**src/rtl/fifo_pkg.sv**
```systemverilog
// Shared helpers for the parametrised FIFO: width arithmetic and
// parameter legality checks used at elaboration time.
package fifo_pkg;

    function automatic int clog2(input int value);
        int r;
        r = 0;
        while ((1 << r) < value) r++;
        return r;
    endfunction

    function automatic bit width_ok(input int width);
        return width >= 1;
    endfunction

    function automatic bit depth_ok(input int depth);
        return (depth >= 2) && ((depth & (depth - 1)) == 0);
    endfunction

    function automatic bit af_level_ok(input int af_level, input int depth);
        return (af_level >= 1) && (af_level <= depth);
    endfunction

    function automatic bit ae_level_ok(input int ae_level, input int depth);
        return (ae_level >= 0) && (ae_level <= depth - 1);
    endfunction

endpackage

```
**src/rtl/fifo_mem.sv**
```systemverilog
// WIDTH x DEPTH register array, synchronous write port and registered
// read port; the only storage in the FIFO, swappable for a RAM macro.
module fifo_mem #(
    parameter int WIDTH = 4,
    parameter int DEPTH = 8,
    parameter int AW    = 3
) (
    input  logic             clk_i,
    input  logic             rst_i,
    input  logic             we_i,
    input  logic [AW-1:0]    waddr_i,
    input  logic [WIDTH-1:0] wdata_i,
    input  logic             re_i,
    input  logic [AW-1:0]    raddr_i,
    output logic [WIDTH-1:0] rdata_o
);

    logic [WIDTH-1:0] mem_q [DEPTH];
    logic [WIDTH-1:0] rdata_q;

    // Storage itself is never reset; contents after a flush are don't-care.
    always_ff @(posedge clk_i) begin
        if (we_i) begin
            mem_q[waddr_i] <= wdata_i;
        end
    end

    always_ff @(posedge clk_i) begin
        if (rst_i) begin
            rdata_q <= '0;
        end else if (re_i) begin
            rdata_q <= mem_q[raddr_i];
        end
    end

    assign rdata_o = rdata_q;

endmodule

```
**src/rtl/param_fifo.sv**
```systemverilog
// Parametrised synchronous FIFO with independent write/read enables,
// occupancy count, threshold flags, flush and overflow/underflow pulses.
module param_fifo
    import fifo_pkg::*;
#(
    parameter  int WIDTH    = 4,
    parameter  int DEPTH    = 8,
    parameter  int AF_LEVEL = DEPTH - 1,
    parameter  int AE_LEVEL = 1,
    localparam int CW       = clog2(DEPTH + 1)
) (
    input  logic             clk_i,
    input  logic             rst_i,
    input  logic             clr_i,
    input  logic             wr_en_i,
    input  logic [WIDTH-1:0] in_i,
    input  logic             rd_en_i,
    output logic [WIDTH-1:0] out_o,
    output logic             rd_valid_o,
    output logic             full_o,
    output logic             empty_o,
    output logic             almost_full_o,
    output logic             almost_empty_o,
    output logic [CW-1:0]    count_o,
    output logic             overflow_o,
    output logic             underflow_o
);

    localparam int AW = clog2(DEPTH);
    localparam logic [CW-1:0] DEPTH_C = CW'(DEPTH);
    localparam logic [CW-1:0] AF_C    = CW'(AF_LEVEL);
    localparam logic [CW-1:0] AE_C    = CW'(AE_LEVEL);

    if (!width_ok(WIDTH)) begin : g_bad_width
        $error("param_fifo: WIDTH must be >= 1");
    end
    if (!depth_ok(DEPTH)) begin : g_bad_depth
        $error("param_fifo: DEPTH must be a power of two >= 2");
    end
    if (!af_level_ok(AF_LEVEL, DEPTH)) begin : g_bad_af
        $error("param_fifo: AF_LEVEL must be in 1..DEPTH");
    end
    if (!ae_level_ok(AE_LEVEL, DEPTH)) begin : g_bad_ae
        $error("param_fifo: AE_LEVEL must be in 0..DEPTH-1");
    end

    logic [AW-1:0] wp_q, rp_q;
    logic [CW-1:0] count_q, count_d;
    logic          full_q, empty_q, af_q, ae_q;
    logic          rd_valid_q, ovf_q, udf_q;
    logic          flush;
    logic          wa, ra;

    // Flush (reset or clr) swallows any request in the same cycle.
    assign flush = rst_i | clr_i;
    assign wa    = wr_en_i & ~full_q  & ~flush;
    assign ra    = rd_en_i & ~empty_q & ~flush;

    always_comb begin
        count_d = count_q + CW'(wa) - CW'(ra);
    end

    always_ff @(posedge clk_i) begin
        if (flush) begin
            wp_q       <= '0;
            rp_q       <= '0;
            count_q    <= '0;
            full_q     <= 1'b0;
            empty_q    <= 1'b1;
            af_q       <= 1'b0;
            ae_q       <= 1'b1;
            rd_valid_q <= 1'b0;
            ovf_q      <= 1'b0;
            udf_q      <= 1'b0;
        end else begin
            wp_q       <= wp_q + AW'(wa);
            rp_q       <= rp_q + AW'(ra);
            count_q    <= count_d;
            full_q     <= (count_d == DEPTH_C);
            empty_q    <= (count_d == '0);
            af_q       <= (count_d >= AF_C);
            ae_q       <= (count_d <= AE_C);
            rd_valid_q <= ra;
            ovf_q      <= wr_en_i & full_q;
            udf_q      <= rd_en_i & empty_q;
        end
    end

    fifo_mem #(
        .WIDTH (WIDTH),
        .DEPTH (DEPTH),
        .AW    (AW)
    ) u_mem (
        .clk_i   (clk_i),
        .rst_i   (flush),
        .we_i    (wa),
        .waddr_i (wp_q),
        .wdata_i (in_i),
        .re_i    (ra),
        .raddr_i (rp_q),
        .rdata_o (out_o)
    );

    assign rd_valid_o     = rd_valid_q;
    assign full_o         = full_q;
    assign empty_o        = empty_q;
    assign almost_full_o  = af_q;
    assign almost_empty_o = ae_q;
    assign count_o        = count_q;
    assign overflow_o     = ovf_q;
    assign underflow_o    = udf_q;

endmodule

```
**config.mk**
```make
export PLATFORM = sky130hd
export DESIGN_NAME = param_fifo
export DESIGN_NICKNAME = d
export VERILOG_FILES = /design/src/rtl/fifo_pkg.sv /design/src/rtl/fifo_mem.sv /design/src/rtl/param_fifo.sv
export SDC_FILE = /design/constraint.sdc
export NUM_CORES = 1
export LEC_CHECK = 0
export BUFFER_PORTS_ARGS = -buffer_cell sky130_fd_sc_hd__buf_2
export CAP_MARGIN = 20
export CORE_MARGIN = 2
export CORE_UTILIZATION = 35
export DETAILED_ROUTE_END_ITERATION = 10
export HOLD_SLACK_MARGIN = 0.1
export SYNTH_ARGS = -nofsm -noshare
export SYNTH_HDL_FRONTEND = slang
export SYNTH_SLANG_ARGS = --single-unit
```
**constraint.sdc**
```tcl
create_clock -name clk_i -period 3 [get_ports clk_i]
set_clock_uncertainty 0.2 [all_clocks]
set_input_delay 0 -clock clk_i [delete_from_list [all_inputs] [get_ports clk_i]]
set_output_delay 0 -clock clk_i [all_outputs]
set_load 0.03 [all_outputs]
```
Yosys cells after proc, flatten, opt, wreduce, memory -nomap -nowiden

Memory sizes are Yosys's and may differ from the RTL's. A register that Yosys moved wholly into a read port is not among the register bits.
Index checks and enable logic that the tools add are counted.

Memories: 1
Bits in writable memories: 32
Register bits after elaboration: 17
Bits in read-only memories: 0
Input port bits: 9
Latch bits: 0
Output and inout bits: 15
Word-level logic and storage cells: 31

Memories:

| name        | depth | width | rd ports | clocked after memory_dff | wr ports | line           | source |
|---|---|---|---|---|---|---|---|
| u_mem.mem_q | 8     | 4     | 1        | 1                        | 1        | fifo_mem.sv:18 | `logic [WIDTH-1:0] mem_q [DEPTH];` |

Equality and inequality tests: 1
Add/sub/neg operators: 4
Div/mod/pow operators: 0
Magnitude comparators: 2
Shift-type cells: 0
Bitwise logic cells: 10
Muxes and demuxes: 2
Multipliers: 0
Reduce and logical (&&, ||, !) cells: 1

Operators with widths:

| cell                                                                             | number |
|---|---|
| 3-bit by 1-bit adder with 3-bit output                                           | 2 |
| 1-bit AND                                                                        | 6 |
| 4-bit by 1-bit adder with 4-bit output                                           | 1 |
| 4-bit equality test, second input constant                                       | 1 |
| 4-bit by 3-bit >= comparator with 1-bit output, second input constant            | 1 |
| 4-bit by 1-bit less-or-equal comparator with 1-bit output, second input constant | 1 |
| 4-bit logical NOT                                                                | 1 |
| 4-bit by 1-bit subtractor with 4-bit output                                      | 1 |
| 1-bit NOT                                                                        | 3 |
| 1-bit two-way mux                                                                | 2 |
| 1-bit OR                                                                         | 1 |

Logic depth before layout (Yosys ltp)

Gate-level depths: netlist of the first run.

Word-level depth: 6
Mapped depth: 9
Mapped depth without buffers: 9

Modules after synthesis

From an unflattened synthesis of the first run, not the netlist that was laid out.

Cell total of the unflattened synthesis: 151
Area, all modules: 2143.3 sq um

Modules (own cells, without submodules):

| module     | cells an instance | area each (sq um) | times used |
|---|---|---|---|
| fifo_mem   | 80                | 1430.1            | 1 |
| param_fifo | 71                | 713.2             | 1 |

Worst setup path before layout of the first run

OpenSTA, ideal clock, no wires.

Path type: register to register
Start: reg empty_q, in the netlist empty_o
End: reg af_q, in the netlist almost_full_o
Cell stages (with the launch flop): 10
Arrival time: 1.966 ns
Setup time: 0.128 ns
Setup slack: 0.706 ns
Required time: 2.672 ns
Period minus slack after synthesis: 2.294 ns
Path through: dfxtp_1 -> nor2b_1 -> nand2_1 -> inv_1 -> nand2_1 -> ha_1 -> a21o_1 -> a21oi_4 -> xor2_1 -> o22ai_1

Longest elaborated chain between the ends: 5

RTL lines:

| element                                        | line             | source |
|---|---|---|
| start, declared                                | param_fifo.sv:49 | `logic full_q, empty_q, af_q, ae_q;` |
| start signal, assigned                         | param_fifo.sv:80 | `empty_q <= (count_d == '0);` |
| 1-bit NOT                                      | param_fifo.sv:57 | `assign ra = rd_en_i & ~empty_q & ~flush;` |
| 1-bit AND (2 in a row)                         | param_fifo.sv:57 |  |
| 4-bit by 1-bit subtractor with 4-bit output    | param_fifo.sv:60 | `count_d = count_q + CW'(wa) - CW'(ra);` |
| 4-bit by 3-bit >= comparator with 1-bit output | param_fifo.sv:81 | `af_q <= (count_d >= AF_C);` |
| end signal, assigned                           | param_fifo.sv:81 |  |
| end, declared                                  | param_fifo.sv:49 |  |

Every way passes these cells.
A chain may end at the register's enable or synchronous reset.

Final worst setup path of the first run

Start: in clr_i
End: reg ae_q, in the netlist almost_empty_o

Longest elaborated chain between the ends: 6
Elaborated cells on any way between the ends: 7
Classes of those cells: 2 x add/sub; 1 x order compare; 4 x bitwise

RTL lines:

| element                                                   | line                               | source |
|---|---|---|
| start, declared                                           | param_fifo.sv:14                   | `input logic clr_i,` |
| 1-bit OR *                                                | param_fifo.sv:55                   | `assign flush = rst_i \| clr_i;` |
| 1-bit NOT                                                 | param_fifo.sv:56, param_fifo.sv:57 |  |
| 1-bit AND                                                 | param_fifo.sv:56                   | `assign wa = wr_en_i & ~full_q & ~flush;` |
| 4-bit by 1-bit adder with 4-bit output                    | param_fifo.sv:60                   |  |
| 4-bit by 1-bit subtractor with 4-bit output               | param_fifo.sv:60                   |  |
| 4-bit by 1-bit less-or-equal comparator with 1-bit output | param_fifo.sv:82                   | `ae_q <= (count_d <= AE_C);` |
| end signal, assigned                                      | param_fifo.sv:82                   |  |
| end, declared                                             | param_fifo.sv:49                   |  |

Mark *: on every way between the ends. The rest lies on a longest branch, timed or not.

==> results.md, run 1 <==
* RSZ-0062 raised after global routing: false
* Initial DRC Count at 97
* Num CTS Buffers at 5
* GRT Resource Usage Total at 11.82%
* Boundary Pins at 24
* Synth warn at 0
* Leak Pwr at 0.9586 nW
* Sequential share of the synthesized area at 63.85%
* Top cell by count, worst path: dlygate4sd3_1
* Crit path max-delay family: buffers and inverters
* Post-synth ARST share at 0%
* Initial antenna violation count at 0
* Clk buf depth at 2
* Critical Path AT at 2770 ps
* Avg WL per Cell at 13.53 um
* Max-cap viol count at 0
* Worst vdd ir at 0.0001658 V
* Crit-path max FO at 12
* Share of layout cells above drive strength 1 at 23.27%
* Synth area leaders: edfxtp_1 44%, dfxtp_1 19%, mux2i_1 7.4%
* Net count after synthesis at 178
* DRC at 0
* Pre-CTS setup slack at 609.3 ps
* Vias in the first global route at 1224
* # H-tree levels at 2
* Drt pass-1 iters at 4
* Leading area contributor after synthesis: edfxtp_1
* Endpoints failing hold at 0
* Die W at 82.62 um
* TritonCTS clock tree: yes
* Port Buf Inserts at 23
* Average size of a mapped cell at 13.35 um^2
* Root buf cell: clkbuf_8
* Distinct cells, synth at 34
* Design Area, Final at 2586 um^2
* Global-route wire length before repair at 5961 um
* Number of vias per cell at 4.729
* Number of flops mapped to enable cells by yosys at 32
* CP Cell Sequence: dlygate4sd3_1, buf_2, nor2_1, dlygate4sd3_1, buf_4, nand2_2, inv_1, nand2_1, ha_1, a21o_1, a21oi_4, xnor2_1, o21ai_0
* Worst Path Required at 2980 ps
* Sum of negative setup slack at 0 ps
* Largest net degree at the start of global routing at 19
* Buffers & Inverters on Critical Path at 5
* Cell Rows at 28
* Fin crit share at 92.98%
* Antenna cell count at 0
* Routed Antenna Nets at 0
* Placed cell area at 2356 um^2
* Die height at 82.62 um
* Yosys top cell area share at 44.42%
* Final Wtd Congestion at 0.7574
* Max-slew violations at 0
* WL final at 3749 um
* Synth-to-Final Area Change at 19.55%
* Via Count at 1310
* Final setup violating endpoints at 0
* Max Freq at 358.5 MHz
* CP Capture Type: flip-flop
* CTS clock-pin slew for the worst setup and hold paths at 90 ps
* Starting Density at 36.32%
* Slowest cell on the critical path: dlygate4sd3_1
* Synthesized flop and latch total at 53
* Status: complete, no violations
* P per Cell Area at 482.9 nW/um^2
* Post-DP HPWL at 2618 um
* Worst Setup Start Kind: input pin
* Slew HR at 74.35%
* Die area at 6826 um^2
* Worst path max stage delay at 550 ps
* Hold Crit Class: flip-flop to flip-flop
* Skew-Pair Late Insertion Delay at 300 ps
* Core area at 5956 um^2
* Setup ws final at 210.6 ps
* Synth Cell Area at 2163 um^2
* Worst setup path class: input pin to flip-flop
* Fin crit period at 2789 ps
* Worst-Margin Slew at 382.1 ps
* Clk sinks at 53
* GRT overflow at 0
* Post-Synthesis Cells at 162
* Nets at 217
* Ys flop type: edfxtp_1
==> repair_timing <==
item	CTS	global route
endpoints found under the setup margin	0	5
hold buffers	11	0
endpoints found under the hold margin	53	0
gates resized for setup	0	4
buffers inserted	0	0
==> report_power, final <==
part | total, mW | leakage [nW] | switching [mW] | internal (mW)
clock network | 0.413 | 0.0512 | 0.225 | 0.187
registers | 0.776 | 0.458 | 0.00196 | 0.775
logic | 0.0599 | 0.450 | 0.0342 | 0.0257
total | 1.25 | 0.959 | 0.261 | 0.987
==> sequential cells by signal, indices dropped and copies added, names as in the netlist, 3 cells and up <==
register,count
count_o,4
wp_q,3
rp_q,3
u_mem.rdata_o,4
u_mem.mem_q,32
==> path summary, 6_finish.rpt <==
kind,start,end,slack [ps],depth (start not counted)
worst max-delay path,clr_i,almost_empty_o,210,13
worst min register to register,u_mem.rdata_o[1],u_mem.rdata_o[1],250,2
worst min-delay path,u_mem.rdata_o[1],u_mem.rdata_o[1],250,2
worst max register to register,empty_o,almost_empty_o,670,9
==> worst min-delay path, cell delays in order, from the launching register on <==
cell,delay (ps)
dfxtp_1,320
nand2_1,50
o21ai_1,50
==> cells in the mapped netlist (3+ instances only) <==
master    instances
nor2b_1           3
dfxtp_1          21
ha_1              6
mux2i_1          16
a22oi_1           4
nand3_1           9
and2_1            5
inv_1             3
nand2b_1          4
nand2_1          11
edfxtp_1         32
xnor2_1           6
nor2_1           15
==> stage by stage <==
stage | hold WS (ps) | std cells | utilization, % | total power [mW]
2_1_floorplan | -101.1 | 162 | - | 0.8220
3_3_place_gp | 60.56 | 258 | 39.56 | 0.8425
3_5_place_dp | 54.75 | 258 | 39.56 | 0.8428
4_1_cts | 252.5 | 277 | 43.03 | 1.264
5_1_grt | 264.6 | 277 | 43.42 | 1.298
6_report | 248.1 | 277 | 43.42 | 1.249
==> per-layer routing <==
metal	routed length (um)	GRT usage [%]	up-vias
met4	63	5.410	0
li1	-	-	650
met1	1799	16.49	635
met2	1781	17.50	18
met5	0	0	-
met3	105	2.609	7
==> cell families (layout without fill, tap and decap cells) <==
group / after synthesis / after routing / share of synthesized area [%]
AOI/OAI and AO/OA: 13 / 13 / 4.859
xor gates and xnor gates: 8 / 8 / 3.239
adders and majority gates: 7 / 7 / 4.396
buffers and inverters: 8 / 48 / 2.313
DFF: 53 / 53 / 63.85
muxes: 16 / 16 / 7.403
and+or+nand+nor: 57 / 57 / 13.94
==> final cells by class <==
class / count / area, um^2
Clock buffer: 6 / 82.58
Clock inverter: 2 / 13.76
Fill cell: 577 / 3369
Inverter: 3 / 11.26
Multi-Input combinational cell: 101 / 755.7
Sequential cell: 53 / 1381
Tap cell: 75 / 93.84
Timing Repair Buffer: 37 / 247.7
==> cells in the final DEF, fill, tap and decap left out, types with 2 or more instances in the layout <==
| master | Yosys | routed |
|---|---|---|
| and2_1 | 5 | 5 |
| dlygate4sd3_1 | 0 | 11 |
| nand2_2 | 1 | 2 |
| buf_2 | 1 | 23 |
| clkbuf_8 | 0 | 6 |
| dfxtp_1 | 21 | 21 |
| edfxtp_1 | 32 | 32 |
| buf_4 | 1 | 3 |
| o21ai_1 | 2 | 2 |
| nand2_1 | 11 | 10 |
| o21ai_2 | 2 | 2 |
| a22oi_1 | 4 | 4 |
| mux2i_1 | 16 | 16 |
| inv_1 | 3 | 3 |
| nor2_1 | 15 | 15 |
| nand2b_1 | 4 | 4 |
| nor2b_1 | 3 | 3 |
| nor3_2 | 2 | 2 |
| and3_1 | 2 | 2 |
| nand3_1 | 9 | 9 |
| ha_1 | 6 | 6 |
| xnor2_1 | 6 | 5 |
Power figures use the tool's default switching activity.
==> run 2, diff against run 1 <==
CTS_CLUSTER_DIAMETER = 200   (was unset)
clock period = 3.4 ns   (was 3 ns; I/O delays follow)
==> run 2 against run 1 <==
Clock power is 4.8% higher. Sequential share of layout area is 0.39 points higher. Largest power group unchanged. Design area is 0.73% lower. Global-route usage rose by 0.21 points. Via count down 5.6%. Non-clock buffer count decreased by 2.
==> results.md, run 2 (synthesized netlist as in run 1, its figures left out) <==
* Status: complete, no violations
* GR Util met2 at 18.15%
* Reg with most FFs: u_mem.mem_q
* TritonCTS clock tree: yes
* Via Count at 1237
* Worst path max stage delay at 550 ps
* Resize count post-CTS at 0
* Final setup violating endpoints at 0
* Clk sinks at 53
* Hold endpoint: u_mem.rdata_o[1]
* Sum of negative setup slack at 0 ps
* Avg WL per Cell at 13.34 um
* Drt pass-1 iters at 4
* Synth-to-Final Area Change at 18.68%
* Global-route wire length before repair at 5947 um
* Worst Path Required at 3380 ps
* Die W at 82.62 um
* CP Cell Sequence: dlygate4sd3_1, buf_2, nor2_1, dlygate4sd3_1, buf_4, nand2_1, inv_1, nand2_1, ha_1, a21o_1, a21oi_4, xor2_1, o22ai_1
* CP Capture Type: flip-flop
* Critical Path AT at 2870 ps
* Max-slew violations at 0
* GR Util met3 at 2.283%
* GR peak layer: met2
* Slowest cell on the critical path: dlygate4sd3_1
* Number of vias per cell at 4.498
* Boundary Pins at 24
* Largest net degree at the start of global routing at 19
* Share of layout cells above drive strength 1 at 20.00%
* Most common cell after layout, fill and taps aside: edfxtp_1
* Crit path max-delay family: buffers and inverters
* Final Util at 43.11%
* Routed Antenna Nets at 0
* Worst setup path class: input pin to flip-flop
* Fin crit period at 2891 ps
* Leak Pwr at 0.9487 nW
* Fin crit share at 85.04%
* Port Buf Inserts at 23
* HP Start: u_mem.rdata_o[1]
* # H-tree levels at 2
* GRT Resource Usage Total at 12.03%
* Num CTS Buffers at 5
* Initial DRC Count at 87
* Vias in the first global route at 1155
* GRT overflow at 0
* Skew-Pair Late Insertion Delay at 300 ps
* Final Wtd Congestion at 0.7581
* DRC at 0
* Post-CTS Repair Setup Buffers at 0
* Hold depth at 2
* Die area at 6826 um^2
* Slew HR at 30.77%
* P per Cell Area at 455.1 nW/um^2
* WL final at 3669 um
* Crit-path max FO at 12
* Max reg flops at 32
* Reg2reg setup slack at 930 ps
* Starting Density at 36.32%
* Initial antenna violation count at 0
* Endpoints failing hold at 0
* Buffers & Inverters on Critical Path at 5
* R2r startpoint: empty_o
* Grt met1 use at 16.79%
* Antenna cell count at 0
* CTS clock-pin slew for the worst setup and hold paths at 90 ps
* Die height at 82.62 um
* Cell Rows at 28
* Worst Setup Start Kind: input pin
* Clk buf depth at 2
* Reg2Reg Depth at 9
* Max-cap viol count at 0
* Hold Crit Class: flip-flop to flip-flop
* Most frequent cells in the layout: 32 x edfxtp_1, 23 x buf_2, 21 x dfxtp_1, 16 x mux2i_1, 15 x nor2_1
* Nets at 215
* R2R Path End: almost_full_o
* Max Freq at 345.9 MHz
* Worst vdd ir at 0.0001530 V
* Root buf cell: clkbuf_8
* Worst-Margin Slew at 1037 ps
* RSZ-0062 raised after global routing: false
* Post-DP HPWL at 2604 um
* Core area at 5956 um^2
-- run 2: per-stage QoR --
stage               hold WS (ps)  setup slack [ps]  area, um^2  cells  total power, mW
CTS                        247.6             500.9        2567    275            1.181
global route               256.5             328.5        2567    275            1.213
floorplan                 -101.1              1106        2163    162           0.7253
finish                     242.7             508.6        2567    275            1.168
detailed placement         60.13             902.9        2341    256           0.7425
global placement           63.72             899.0        2341    256           0.7424
-- run 2: what timing repair did --
action                                  CTS  global route
endpoints found under the hold margin    49             0
endpoints found under the setup margin    0             0
hold buffers                             11             0
-- run 2: area by class of cell --
type,count,area (um^2)
clock buffer,7,86.33
multi-input combinational,101,732.0
sequential,53,1381
inverter,3,11.26
tap,75,93.84
timing repair buffer,35,232.7
fill,550,3388
clock inverter,1,30.03
-- run 2: report_power, final --
part	leakage (nW)	switching (mW)	internal, mW	total [mW]
Sequential	0.458	0.00268	0.683	0.686
Clock	0.0585	0.193	0.240	0.433
Combinational	0.432	0.0281	0.0214	0.0496
-- run 2: worst max-delay path by stage --
stage / from / endpoint / slack (ps) / cells after the start
finish: clr_i / almost_full_o / 510 / 13
global route: clr_i / full_o / 330 / 12
detailed placement: empty_o / almost_full_o / 900 / 9
global placement: empty_o / almost_full_o / 900 / 9
CTS: clr_i / almost_full_o / 500 / 13
floorplan: empty_o / almost_full_o / 1110 / 9
-- run 2: routing by layer --
layer / part of all wire [%] / up-vias
met5: 0 / -
met4: 2.1 / 0
met3: 2.3 / 6
met2: 47 / 13
met1: 48 / 571
li1: - / 647
-- run 2: worst register-to-register path: stages, from the launching register on --
cell and delay, ps:
dfxtp_1 340, nor2b_1 330, nand2_1 230, inv_1 130, nand2_1 110, ha_1 290
a21o_1 180, a21oi_4 170, xor2_1 260, o22ai_1 110
==> run 3, diff against run 2 <==
CORE_MARGIN = unset   (was 2)
CTS_BUF_LIST = sky130_fd_sc_hd__clkbuf_4 sky130_fd_sc_hd__clkbuf_8 sky130_fd_sc_hd__clkbuf_16   (was unset)
==> run 3 against run 2 <==
Sequential power about the same. Largest cell class unchanged. Register-to-register slack gained 80 ps. Maximum frequency down 0.21%. Highest routed layer unchanged. Non-clock buffer count did not move. Die area down 4.8%. Design area rose by 0.15%. Wire length down 0.84%. Clock-buffer cell count unchanged. Total power up 0.65%.
==> results.md, run 3 (synthesized netlist as in run 1, its figures left out) <==
* Status: complete, no violations
* Endpoints failing hold at 0
* Worst Setup Start Kind: input pin
* Most common cell after layout, fill and taps aside: edfxtp_1
* Synth-to-Final Area Change at 18.86%
* Slew HR at 29.30%
* Clk sinks at 53
* Placed cell area at 2341 um^2
* Antenna cell count at 0
* Share of layout cells above drive strength 1 at 20.50%
* Drt pass-1 iters at 4
* Met3 Routed Length at 81 um
* Sum of negative setup slack at 0 ps
* GRT overflow at 0
* Fin crit period at 2897 ps
* Final Wtd Congestion at 0.7162
* Max-slew violations at 0
* TritonCTS clock tree: yes
* CTS clock-pin slew for the worst setup and hold paths at 90 ps
* Worst-Margin Slew at 1059 ps
* Boundary Pins at 24
* WL final at 3638 um
* Final setup violating endpoints at 0
* Leak Pwr at 0.9521 nW
* Initial DRC Count at 74
* Slowest cell on the critical path: dlygate4sd3_1
* Vias in the first global route at 1222
* Port Buf Inserts at 23
* Nets at 215
* Top layer in use: met4
* Final std cells w/o fill at 275
* Routed Antenna Nets at 0
* Largest net degree at the start of global routing at 19
* Die W at 80.62 um
* Initial antenna violation count at 0
* RSZ-0062 raised after global routing: false
* Crit-path max FO at 12
* Inst Count DP at 256
* CP Cell Sequence: dlygate4sd3_1, buf_2, nor2_1, dlygate4sd3_1, buf_4, nand2_1, inv_1, nand2_1, ha_1, a21o_1, a21oi_4, xor2_1, o22ai_1
* Worst path max stage delay at 550 ps
* Resize count post-CTS at 0
* Die area at 6500 um^2
* Max-cap viol count at 0
* Met2 wire length at 1760 um
* P per Cell Area at 457.4 nW/um^2
* Fin crit share at 85.22%
* Most frequent cells in the layout: 32 x edfxtp_1, 23 x buf_2, 21 x dfxtp_1, 16 x mux2i_1, 15 x nor2_1
* Worst vdd ir at 0.0001704 V
* Die height at 80.62 um
* Skew-Pair Late Insertion Delay at 300 ps
* CP Capture Type: flip-flop
* GRT Resource Usage Total at 12.38%
* Max reg flops at 32
* Worst Path Required at 3370 ps
* Design Area, Final at 2571 um^2
* Avg WL per Cell at 13.23 um
* M1 WL at 1709 um
* # H-tree levels at 2
* Num CTS Buffers at 5
* Core area at 5956 um^2
* Max Freq at 345.1 MHz
* Worst setup path class: input pin to flip-flop
* Fillers at 570
* Starting Density at 36.32%
* Global-route wire length before repair at 5837 um
* Cell Rows at 28
* Via Count at 1270
* Post-DP HPWL at 2541 um
* Reg with most FFs: u_mem.mem_q
* DRC at 0
* Hold Crit Class: flip-flop to flip-flop
* Number of vias per cell at 4.618
* Clk buf depth at 2
* Critical Path AT at 2870 ps
* Root buf cell: clkbuf_8
==> run 3: critical path, delay by kind of cell <==
family	cells	cell delay, ps
buf+inv	5	1530
simple gates	3	350
compound gates	3	450
xor+xnor	1	250
fa+ha+maj	1	280
==> run 3: power breakdown <==
part / switching [mW] / internal, mW
Sequential: 0.00263 / 0.683
Clock: 0.192 / 0.248
Combinational: 0.0286 / 0.0215
Total: 0.223 / 0.953
==> run 3: path summary, 6_finish.rpt <==
path	start	end	slack [ps]	cells past startpoint
min reg2reg	u_mem.rdata_o[0]	u_mem.rdata_o[0]	250	2
max	rst_i	almost_full_o	500	13
min	u_mem.rdata_o[0]	u_mem.rdata_o[0]	250	2
max reg2reg	empty_o	almost_full_o	1010	9
==> run 3: cell type report <==
cell class / count / area, um^2 / area share (%)
flip-flops and latches: 53 / 1381 / 53.72
clock buffers: 7 / 90.09 / 3.504
clock inverters: 1 / 30.03 / 1.168
repair buffers: 35 / 232.7 / 9.051
multi-input cells: 101 / 732.0 / 28.47
well taps: 75 / 93.84 / 3.650
inverters: 3 / 11.26 / 0.4380
==> run 3: per-layer routing <==
metal / global-route usage [%] / vias to the layer above
li1: - / 649
met1: 15.90 / 595
met2: 19.83 / 19
met3: 2.386 / 7
met4: 6.071 / 0
met5: 0 / -
==> run 3: through the flow <==
| step | utilization, % | hold slack [ps] | setup WS, ps | power, mW |
|---|---|---|---|---|
| global route | 43.17 | 270.4 | 294.0 | 1.211 |
| floorplan | - | -101.1 | 1106 | 0.7253 |
| finish | 43.17 | 254.2 | 502.5 | 1.176 |
| detailed placement | 39.31 | 55.20 | 996.3 | 0.7425 |
| CTS | 43.17 | 257.8 | 526.8 | 1.185 |
| global placement | 39.31 | 59.70 | 977.7 | 0.7424 |
==> run 3: timing repair <==
| action | in CTS | in global routing |
|---|---|---|
| setup buffers | 0 | 0 |
| hold endpoints to repair | 47 | 0 |
| hold buffers | 11 | 0 |
